## config.mk

```make
export PLATFORM = sky130hd
export DESIGN_NAME = uart_tx_scheduler_flat
export DESIGN_NICKNAME = d
export VERILOG_FILES = /design/src/rtl/uart_pkg.sv /design/src/rtl/uart_tx_scheduler_if.sv /design/src/rtl/rr_arbiter.sv /design/src/rtl/uart_tx_scheduler.sv /design/src/flat_wrapper.sv
export SDC_FILE = /design/constraint.sdc
export NUM_CORES = 1
export LEC_CHECK = 0
export ABC_CLOCK_PERIOD_IN_PS = 1500
export CAP_MARGIN = 20
export CORE_MARGIN = 10
export CORE_UTILIZATION = 40
export CTS_BUF_LIST = sky130_fd_sc_hd__clkbuf_8 sky130_fd_sc_hd__clkbuf_16
export CTS_CLUSTER_DIAMETER = 60
export DETAILED_ROUTE_END_ITERATION = 8
export PLACE_DENSITY = 0.84
export SETUP_SLACK_MARGIN = 0.05
export SLEW_MARGIN = 5
export SYNTH_ARGS = -nofsm -noshare
export SYNTH_HDL_FRONTEND = slang
export SYNTH_SLANG_ARGS = --single-unit
export TNS_END_PERCENT = 20
```

## constraint.sdc

```tcl
create_clock -name clk -period 1.5 [get_ports clk]
set_input_delay 0.45 -clock clk [delete_from_list [all_inputs] [get_ports clk]]
set_output_delay 0.45 -clock clk [all_outputs]
set_load 0.1 [all_outputs]
```

## src/rtl/uart_pkg.sv

```systemverilog
// rtl/uart_pkg.sv - shared scheduler state encoding and UART parity codes
package uart_pkg;

  typedef enum logic [2:0] {
    S_IDLE      = 3'd0,
    S_ACCEPT    = 3'd1,
    S_LOAD      = 3'd2,
    S_WAIT_ACK  = 3'd3,
    S_WAIT_DONE = 3'd4
  } sched_state_t;

  localparam logic [1:0] PAR_NONE = 2'b00;
  localparam logic [1:0] PAR_ODD  = 2'b01;
  localparam logic [1:0] PAR_EVEN = 2'b10;

  // The unused code 11 is folded onto "no parity" so the transmitter never sees it.
  function automatic logic [1:0] parity_sel(input logic [1:0] cfg);
    return (cfg == 2'b11) ? PAR_NONE : cfg;
  endfunction

endpackage

```

## src/rtl/uart_tx_scheduler_if.sv

```systemverilog
// rtl/uart_tx_scheduler_if.sv - requester and transmitter signals of the scheduler
interface uart_tx_scheduler_if #(
  parameter int NUM_REQ = 4
);
  logic [NUM_REQ-1:0]   req_valid;
  logic [8*NUM_REQ-1:0] req_data;
  logic [NUM_REQ-1:0]   req_last;
  logic [NUM_REQ-1:0]   req_ready;
  logic [2*NUM_REQ-1:0] parity_cfg;
  logic [7:0]           tx_data;
  logic [1:0]           tx_parity_sel;
  logic                 tx_load;
  logic                 tx_busy;
  logic [NUM_REQ-1:0]   grant;
  logic                 err_noack;

  modport master (
    input  req_valid, req_data, req_last, parity_cfg, tx_busy,
    output req_ready, tx_data, tx_parity_sel, tx_load, grant, err_noack
  );

  modport slave (
    output req_valid, req_data, req_last, parity_cfg, tx_busy,
    input  req_ready, tx_data, tx_parity_sel, tx_load, grant, err_noack
  );
endinterface

```

## src/rtl/rr_arbiter.sv

```systemverilog
// rtl/rr_arbiter.sv - rotating-priority selector returning a one-hot grant
module rr_arbiter #(
  parameter  int N  = 4,
  localparam int PW = (N > 1) ? $clog2(N) : 1
) (
  input  logic [N-1:0]  req,
  input  logic [PW-1:0] ptr,
  output logic [N-1:0]  grant
);
  logic [2*N-1:0] req_rot;
  logic [2*N-1:0] gnt_rot;
  logic [N-1:0]   rot;
  logic [N-1:0]   pick;

  // Rotate ptr down to bit 0, keep the lowest set bit, then rotate it back.
  assign req_rot = {req, req} >> ptr;
  assign rot     = req_rot[N-1:0];
  assign pick    = rot & (-rot);
  assign gnt_rot = {{N{1'b0}}, pick} << ptr;
  assign grant   = gnt_rot[2*N-1:N] | gnt_rot[N-1:0];
endmodule

```

## src/rtl/uart_tx_scheduler.sv

```systemverilog
// rtl/uart_tx_scheduler.sv - round-robin scheduler sharing one UART transmitter
module uart_tx_scheduler
  import uart_pkg::*;
#(
  parameter int NUM_REQ     = 4,
  parameter int MAX_BURST   = 16,
  parameter int ACK_TIMEOUT = 4
) (
  input logic                 clk,
  input logic                 reset,
  uart_tx_scheduler_if.master bus
);
  localparam int PW = (NUM_REQ > 1) ? $clog2(NUM_REQ) : 1;
  localparam int BW = $clog2(MAX_BURST + 1);
  localparam int TW = (ACK_TIMEOUT > 1) ? $clog2(ACK_TIMEOUT) : 1;

  sched_state_t       state_q, state_d;
  logic [NUM_REQ-1:0] grant_q, grant_d;
  logic [NUM_REQ-1:0] ready_q, ready_d;
  logic [NUM_REQ-1:0] arb_grant;
  logic               load_q, load_d;
  logic               last_q, last_d;
  logic               err_q, err_d;
  logic [7:0]         data_q, data_d;
  logic [1:0]         par_q, par_d;
  logic [PW-1:0]      ptr_q, ptr_d;
  logic [BW-1:0]      burst_q, burst_d;
  logic [TW-1:0]      timer_q, timer_d;
  logic               frame_done;

  logic               sel_valid;
  logic               sel_last;
  logic [7:0]         sel_data;
  logic [1:0]         sel_par;
  logic [PW-1:0]      gidx;

  rr_arbiter #(.N(NUM_REQ)) u_arb (
    .req   (bus.req_valid),
    .ptr   (ptr_q),
    .grant (arb_grant)
  );

  assign sel_valid = |(bus.req_valid & grant_q);
  assign sel_last  = |(bus.req_last & grant_q);

  always_comb begin
    sel_data = '0;
    sel_par  = '0;
    gidx     = '0;
    for (int i = 0; i < NUM_REQ; i++) begin
      if (grant_q[i]) begin
        sel_data = bus.req_data[8*i +: 8];
        sel_par  = bus.parity_cfg[2*i +: 2];
        gidx     = PW'(i);
      end
    end
  end

  always_comb begin
    state_d    = state_q;
    grant_d    = grant_q;
    ready_d    = '0;
    load_d     = 1'b0;
    last_d     = last_q;
    err_d      = err_q;
    data_d     = data_q;
    par_d      = par_q;
    ptr_d      = ptr_q;
    burst_d    = burst_q;
    timer_d    = timer_q;
    frame_done = 1'b0;

    case (state_q)
      S_IDLE: begin
        if (|bus.req_valid) begin
          grant_d = arb_grant;
          state_d = S_ACCEPT;
        end
      end
      S_ACCEPT: begin
        if (sel_valid && !bus.tx_busy) begin
          ready_d = grant_q;
          data_d  = sel_data;
          par_d   = parity_sel(sel_par);
          last_d  = sel_last;
          burst_d = burst_q + BW'(1);
          state_d = S_LOAD;
        end
      end
      S_LOAD: begin
        load_d  = 1'b1;
        timer_d = '0;
        state_d = S_WAIT_ACK;
      end
      S_WAIT_ACK: begin
        if (bus.tx_busy) begin
          state_d = S_WAIT_DONE;
        end else if (timer_q == TW'(ACK_TIMEOUT - 1)) begin
          // A silent transmitter must not stall the other requesters.
          err_d      = 1'b1;
          frame_done = 1'b1;
        end else begin
          timer_d = timer_q + TW'(1);
        end
      end
      S_WAIT_DONE: begin
        if (!bus.tx_busy) frame_done = 1'b1;
      end
      default: state_d = S_IDLE;
    endcase

    if (frame_done) begin
      if (!last_q && (burst_q < BW'(MAX_BURST))) begin
        state_d = S_ACCEPT;
      end else begin
        state_d = S_IDLE;
        grant_d = '0;
        burst_d = '0;
        ptr_d   = (gidx == PW'(NUM_REQ - 1)) ? '0 : gidx + PW'(1);
      end
    end
  end

  always_ff @(posedge clk or negedge reset) begin
    if (!reset) begin
      state_q <= S_IDLE;
      grant_q <= '0;
      ready_q <= '0;
      load_q  <= 1'b0;
      last_q  <= 1'b0;
      err_q   <= 1'b0;
      data_q  <= '0;
      par_q   <= PAR_NONE;
      ptr_q   <= '0;
      burst_q <= '0;
      timer_q <= '0;
    end else begin
      state_q <= state_d;
      grant_q <= grant_d;
      ready_q <= ready_d;
      load_q  <= load_d;
      last_q  <= last_d;
      err_q   <= err_d;
      data_q  <= data_d;
      par_q   <= par_d;
      ptr_q   <= ptr_d;
      burst_q <= burst_d;
      timer_q <= timer_d;
    end
  end

  assign bus.req_ready     = ready_q;
  assign bus.tx_load       = load_q;
  assign bus.tx_data       = data_q;
  assign bus.tx_parity_sel = par_q;
  assign bus.grant         = grant_q;
  assign bus.err_noack     = err_q;
endmodule

```

## src/flat_wrapper.sv

```systemverilog
// flat-port wrapper written by rule: the top's interface ports become plain ports
module uart_tx_scheduler_flat import uart_pkg::*;
#(
  parameter int NUM_REQ     = 4,
  parameter int MAX_BURST   = 16,
  parameter int ACK_TIMEOUT = 4
)
  (clk, reset, bus_req_valid, bus_req_data, bus_req_last, bus_parity_cfg, bus_tx_busy, bus_req_ready, bus_tx_data, bus_tx_parity_sel, bus_tx_load, bus_grant, bus_err_noack);
  uart_tx_scheduler_if #(.NUM_REQ(NUM_REQ)) bus_i ();
  input logic clk;
  input logic reset;
  input wire logic [$bits(bus_i.req_valid)-1:0] bus_req_valid;
  input wire logic [$bits(bus_i.req_data)-1:0] bus_req_data;
  input wire logic [$bits(bus_i.req_last)-1:0] bus_req_last;
  input wire logic [$bits(bus_i.parity_cfg)-1:0] bus_parity_cfg;
  input wire logic [$bits(bus_i.tx_busy)-1:0] bus_tx_busy;
  output wire logic [$bits(bus_i.req_ready)-1:0] bus_req_ready;
  output wire logic [$bits(bus_i.tx_data)-1:0] bus_tx_data;
  output wire logic [$bits(bus_i.tx_parity_sel)-1:0] bus_tx_parity_sel;
  output wire logic [$bits(bus_i.tx_load)-1:0] bus_tx_load;
  output wire logic [$bits(bus_i.grant)-1:0] bus_grant;
  output wire logic [$bits(bus_i.err_noack)-1:0] bus_err_noack;
  assign bus_i.req_valid = bus_req_valid;
  assign bus_i.req_data = bus_req_data;
  assign bus_i.req_last = bus_req_last;
  assign bus_i.parity_cfg = bus_parity_cfg;
  assign bus_i.tx_busy = bus_tx_busy;
  assign bus_req_ready = bus_i.req_ready;
  assign bus_tx_data = bus_i.tx_data;
  assign bus_tx_parity_sel = bus_i.tx_parity_sel;
  assign bus_tx_load = bus_i.tx_load;
  assign bus_grant = bus_i.grant;
  assign bus_err_noack = bus_i.err_noack;
  uart_tx_scheduler #(.NUM_REQ(NUM_REQ), .MAX_BURST(MAX_BURST), .ACK_TIMEOUT(ACK_TIMEOUT)) u_core (.clk(clk), .reset(reset), .bus(bus_i));
endmodule
```

## Word level (Yosys, flattened, before mapping)

Index checks and enable logic that the tools add are counted.

| storage, ports and cells | value |
|---|---|
| ROM bits | 0 |
| bits in writable memories | 0 |
| output and inout port bits | 20 |
| bits in latches | 0 |
| input bits | 51 |
| memories kept | 0 |
| register bits after elaboration | 33 |

| cells by class | value |
|---|---|
| eq/ne operators | 13 |
| muxes and demuxes | 37 |
| reduce and logical (&&, ||, !) cells | 14 |
| order comparisons | 1 |
| add/sub/neg operators | 4 |
| bitwise operators | 6 |
| shift-type cells | 2 |
| divide/modulo/power cells | 0 |
| multiply operators | 0 |

Operator list:

| cell | count |
|---|---|
| $mux 8 | 4 |
| $mux 4 | 6 |
| $mux 2 | 10 |
| $mux 5 | 4 |
| $pmux 3 s5 | 1 |
| $and 4x4->4 | 3 |
| $mux 3 | 4 |
| $reduce_or 4->1 | 3 |
| $shl 4x2->8 | 1 |
| $shr 8x2->4 | 1 |
| $eq 2x2->1 const B | 3 |
| $eq 3x2->1 const B | 2 |
| $mux 1 | 6 |
| $ne 3x1->1 const B | 2 |
| $reduce_and 3->1 | 2 |
| $add 5x1->5 const B | 1 |
| $lt 5x5->1 const B | 1 |
| $add 2x1->2 const B | 2 |
| $ne 2x2->1 const B | 2 |
| $neg 4->4 | 1 |
| $or 4x4->4 | 1 |
| $pmux 2 s2 | 1 |
| $reduce_and 2->1 | 2 |
| $reduce_and 4->1 | 1 |
| other kinds (10) | 13 |

## Logic depth before layout (Yosys ltp)

| depth | value |
|---|---|
| depth after elaboration | 9 |
| gate-level depth with buffers | 6 |
| gate-level depth less buffers | 5 |

## By module

Synthesis repeated with hierarchy kept, for this count alone.

| unflattened totals | value |
|---|---|
| cell total of the unflattened synthesis | 221 |
| area total of the unflattened synthesis | 1,921.8 µm² |

By module, submodules not included:

| module | cells each | area each (µm²) | seq. area each (µm²) | instances |
|---|---|---|---|---|
| uart_tx_scheduler | 205 | 1,818.0 | 825.8 | 1 |
| rr_arbiter | 16 | 103.8 | 0.0 | 1 |

## Worst setup path after synthesis

OpenSTA, ideal clock, no wires.

| timing path | value |
|---|---|
| path kind | reg-to-reg |
| from | reg u_core.grant_q[1] (netlist: u_core.bus.grant[1]) |
| to | reg u_core.burst_q[4] |
| library setup time | 0.077 ns |
| cell stages (with the launch flop) | 6 |
| period minus slack after synthesis | 2.091 ns |
| path slack | -0.591 ns |
| path buffers | 1 |
| data arrival time | 2.014 ns |
| cells stage by stage | dfrtp_1 -> buf_2 -> a22o_1 -> o21ai_2 -> or3_1 -> a21oi_1 |

| between the ends | value |
|---|---|
| word-level cells in the longest chain between the ends | 7 |

Ends and longest elaborated chain:

| what | line | RTL |
|---|---|---|
| from (decl) | uart_tx_scheduler.sv:18 | `logic [NUM_REQ-1:0] grant_q, grant_d;` |
| from (signal assigned) | uart_tx_scheduler.sv:139 | `grant_q <= grant_d;` |
| $and 4x4->4 (*) | uart_tx_scheduler.sv:43 | `assign sel_valid = \|(bus.req_valid & grant_q);` |
| $reduce_or 4->1 (*) | uart_tx_scheduler.sv:43 |  |
| $logic_and 1x1->1 (*) | uart_tx_scheduler.sv:81 | `if (sel_valid && !bus.tx_busy) begin` |
| $mux 5 (*) | uart_tx_scheduler.sv:81 |  |
| $mux 5 (*) | uart_tx_scheduler.sv:73 | `case (state_q)` |
| $mux 5 | uart_tx_scheduler.sv:113 | `if (!last_q && (burst_q < BW'(MAX_BURST))) begin` |
| $mux 5 (*) | uart_tx_scheduler.sv:112 | `if (frame_done) begin` |
| net u_core.burst_d[4] | uart_tx_scheduler.sv:27 | `logic [BW-1:0] burst_q, burst_d;` |
| to (signal assigned) | uart_tx_scheduler.sv:147 | `burst_q <= burst_d;` |
| to (decl) | uart_tx_scheduler.sv:27 |  |

Mark *: on every way through the listed nets, which the timed path passes. The rest lies on a longest branch.
A chain may end at the register's enable or synchronous reset.

## Final worst setup path

| timing path | value |
|---|---|
| from | reg u_core.state_q[0] |
| to | reg u_core.ptr_q[1] |

| between the ends | value |
|---|---|
| word-level cells in the longest chain between the ends | 3 |
| elaborated cells between the ends (all ways) | 4 |

Ends and longest elaborated chain:

| what | line | RTL |
|---|---|---|
| from (decl) | uart_tx_scheduler.sv:17 | `sched_state_t state_q, state_d;` |
| from (signal assigned) | uart_tx_scheduler.sv:138 | `state_q <= state_d;` |
| $eq 3x3->1 or $eq 3x2->1 (tied branches) | uart_tx_scheduler.sv:73 |  |
| $pmux 1 s2 (*) | uart_tx_scheduler.sv:73 |  |
| $reduce_and 2->1 (no line) (*) | - |  |
| to (signal assigned) | uart_tx_scheduler.sv:146 | `ptr_q <= ptr_d;` |
| to (decl) | uart_tx_scheduler.sv:26 | `logic [PW-1:0] ptr_q, ptr_d;` |

Every way passes the cells marked *; elsewhere a longest branch is shown, timed or not.

==> metrics.md <==
| Metric | Value |
|---|---|
| Outcome | `complete, but fails checks` |
| Failing checks | `setup timing` |
| Post-synth top flop | `dfrtp_1` |
| Clock power share | `8.5%` |
| Num rows | `24` |
| Routed WL per cell | `21.2 um` |
| DP Area | `0.00307 mm^2` |
| Synth async-reset ratio | `100%` |
| Initial antenna violation count | `0` |
| RSZ-0062 raised after global routing | `yes` |
| Pwr dens | `2290 mW/mm^2` |
| Area of the multi-input gates | `0.00105 mm^2` |
| Worst path slowest cell | `dfrtp_1` |
| Cell variety after synth | `51` |
| Comb pwr share | `69.4%` |
| Slew headroom | `75.2%` |
| Clk_lat worst skew | `0.29 ns` |
| Overall routed net length | `7530 um` |
| Final Hold Vio Count | `0` |
| Crit path DAT | `1.85 ns` |
| RePlAce Congestion | `0.997` |
| Leading area contributor after synthesis | `dfrtp_1` |
| CP Max Fanout | `6` |
| Worst-path clk slew | `0.07 ns` |
| Die Ht | `88.6 um` |
| Fillers | `259` |
| TritonCTS buffer count | `5` |
| Leakage | `1.43 nW` |
| Final setup viols | `28` |
| WHS | `0.387 ns` |
| Peak VDD IR | `1.18 mV` |
| 1st-iter DRT viols | `164` |
| DIE WIDTH | `88.6 um` |
| H-tree depth | `2` |
| FF+latch count, synth | `33` |
| Switching share of total power | `49.6%` |
| I/O pins | `71` |
| Total power | `0.00771 W` |
| Vias in the first global route | `2153` |
| CP startpoint kind | `flop` |
| Post-synth top area share | `43.9%` |
| Detailed-router iteration count before antenna repair | `4` |
| Max-cap violation count | `0` |
| Worst Clk Skew | `0.00277 ns` |
| DRC viols | `0` |
| Max Freq | `611 MHz` |
| Layout net count | `356` |
| Cell internal pwr | `0.00389 W` |
| Crit path cell chain | `or3b_4, a21oi_4, and2b_2, buf_6, mux2i_2` |
| Global-route wire length before repair | `11300 um` |
| Clock sinks | `33` |
| Switching power | `0.00383 W` |
| Clock Tree Buf Depth | `2` |
| CTS Root Cell | `clkbuf_8` |
| Layout cells sized above 1 | `37.2%` |
| All-Layer GR Usage | `18.3%` |
| Total grt overflow | `0` |
| Tightest Pin Transition | `0.362 ns` |
| Post-Syn Instances | `195` |
| Antenna diode count | `0` |
| Die area | `0.00785 mm^2` |
| Top post-synthesis cells by area | `dfrtp_1 (44%), nor2_1 (4.4%), a221o_1 (4.3%)` |
| Post-Synthesis Cell Area | `0.00188 mm^2` |
| Core area | `0.00444 mm^2` |
| Via count | `2099` |
| Sequential power share | `22.1%` |
| Setup WS post-layout | `-0.138 ns` |
| Data required, critical path | `1.71 ns` |
| DR vias/cell | `5.90` |
| Starting Density | `42.3%` |
| Ys Warns | `0` |
| Min cycle time layout | `1.64 ns` |
| Area Overhead vs Synth | `79.3%` |
| Final Max Slew Viols | `0` |
| Setup CP Type | `flop to flop` |
| Sequential area share after synthesis | `43.9%` |
| CP peak stage delay | `0.42 ns` |
| Crit share post-route | `109%` |
| Storage element area | `838 um^2` |
| TritonCTS clock tree | `built` |
| Antenna-violating nets left | `0` |
| Layout Utilization | `75.9%` |
| Number of synthesized flops with an enable pin | `0` |
| Post-route cell area | `0.00337 mm^2` |
| DP HPWL | `5020 um` |
| Syn avg cell area | `9.65 um^2` |
| Port Buf Inserts | `70` |
| Largest net degree at the start of global routing | `31` |
| Worst setup EP type | `flop` |
| Hold crit path type | `input pin to async pin` |
| Post-Syn Nets | `248` |
| Pre-CTS setup slack | `-0.563 ns` |
## cell type report
| type | count | share of cell area [%] |
|---|---|---|
| Clock buffer | 5 | 2.04 |
| Clock inverter | 3 | 0.408 |
| Inverter | 6 | 0.667 |
| Multi-Input combinational cell | 141 | 31.1 |
| Sequential cell | 33 | 24.8 |
| Tap cell | 52 | 1.93 |
| Timing Repair Buffer | 116 | 39.0 |
## cell usage in the layout (no fill, tap or decap), drive strengths merged, types with 3 or more instances in the layout
cell type	instances
a21oi	13
a221o	8
a22oi	6
a31oi	9
and2	4
buf	66
clkbuf	9
clkdlybuf4s50	45
clkinv	3
dfrtp	33
inv	6
nand2	14
nand2b	4
nor2	22
o211ai	11
o21ai	8
o22ai	3
## power groups by stage
stage	Clock [W]	Combinational (W)	Sequential [W]
floorplan	0	0.00159	0.00295
detailed placement	0	0.00471	0.00166
finish	0.000658	0.00535	0.00171
CTS	0.000647	0.00517	0.00167
global route	0.000702	0.00559	0.00174
global placement	0	0.00463	0.00165
## kinds of logic after synthesis
kind of cell | synth area share (%)
AOI/OAI and AO/OA | 28.3
muxes | 1.66
DFF | 43.9
buffers and inverters | 5.78
xor gates and xnor gates | 0.931
and+or+nand+nor | 18.1
adders and majority gates | 1.33
## worst max-delay path: cells and delay by family (launching register included)
kind | cells | cell delay [ns]
flip-flops | 1 | 0.42
AO/OA/AOI/OAI | 1 | 0.15
multiplexers | 1 | 0.21
buffers and inverters | 1 | 0.15
AND/OR/NAND/NOR | 2 | 0.64
## cells in the mapped netlist (2+ instances only)
cell	n
o22ai_1	3
nor2_1	22
buf_2	6
inv_1	5
buf_6	2
nor3_1	2
o21ai_0	7
a221o_1	8
nor2b_1	2
nand2b_1	4
clkbuf_1	5
a21oi_1	12
a22o_1	2
a22oi_1	6
xnor2_1	2
a31oi_1	9
nand3b_1	2
o211ai_1	10
ha_1	2
mux2i_1	2
or3_1	2
nand4_1	2
dfrtp_1	33
a31o_2	2
buf_4	2
nand2_1	14
and2_1	3
## flip-flops by register name (all words and copies together) (netlist names), 2 cells and up
register / flops
u_core.bus.req_ready: 4
u_core.burst_q: 5
u_core.bus.tx_data: 8
u_core.ptr_q: 2
u_core.bus.grant: 4
u_core.bus.tx_parity_sel: 2
u_core.state_q: 3
u_core.timer_q: 2
## routing by layer
| metal | routed length (um) | vias to the layer above | global-route usage (%) |
|---|---|---|---|
| li1 | - | 946 | - |
| met1 | 2990 | 1035 | 20.3 |
| met2 | 3590 | 100 | 31.4 |
| met3 | 789 | 18 | 7.81 |
| met4 | 165 | 0 | 5.29 |
| met5 | 0 | - | 0 |
## metrics by stage
| stage | instances | TNS, ns |
|---|---|---|
| global route | 356 | -3.09 |
| CTS | 355 | -0.905 |
| global placement | 336 | -11.75 |
| floorplan | 195 | -2.97 |
| finish | 356 | -1.81 |
| detailed placement | 336 | -13.27 |
## path summary, 6_finish.rpt
| kind | end | slack, ns | depth (start not counted) | from |
|---|---|---|---|---|
| setup / recovery | u_core.ptr_q[1]$_DFFE_PN0P_ | -0.14 | 5 | u_core.state_q[0]$_DFFE_PN0P_ |
| hold / removal | u_core.bus.tx_data[3]$_DFFE_PN0P_ | 0.39 | 1 | reset |
| setup reg to reg | u_core.ptr_q[1]$_DFFE_PN0P_ | -0.14 | 5 | u_core.state_q[0]$_DFFE_PN0P_ |
| hold reg to reg | u_core.timer_q[1]$_DFFE_PN0P_ | 0.51 | 1 | u_core.timer_q[1]$_DFFE_PN0P_ |
| max in group asynchronous | u_core.bus.grant[0]$_DFF_PN0_ | 0.66 | 2 | reset |
| min in group clk | u_core.timer_q[1]$_DFFE_PN0P_ | 0.51 | 1 | u_core.timer_q[1]$_DFFE_PN0P_ |
## timing repair
action / 4_1_cts / 5_1_grt
endpoints found under the setup margin: 34 / 33
hold buffers: 0 / 0
gates cloned: 1 / 0
endpoints found under the hold margin: 0 / 0
setup buffers: 10 / 1
pin swaps: 14 / 4
gates resized for setup: 36 / 19
No activity file was read; power rests on OpenSTA's default activity.
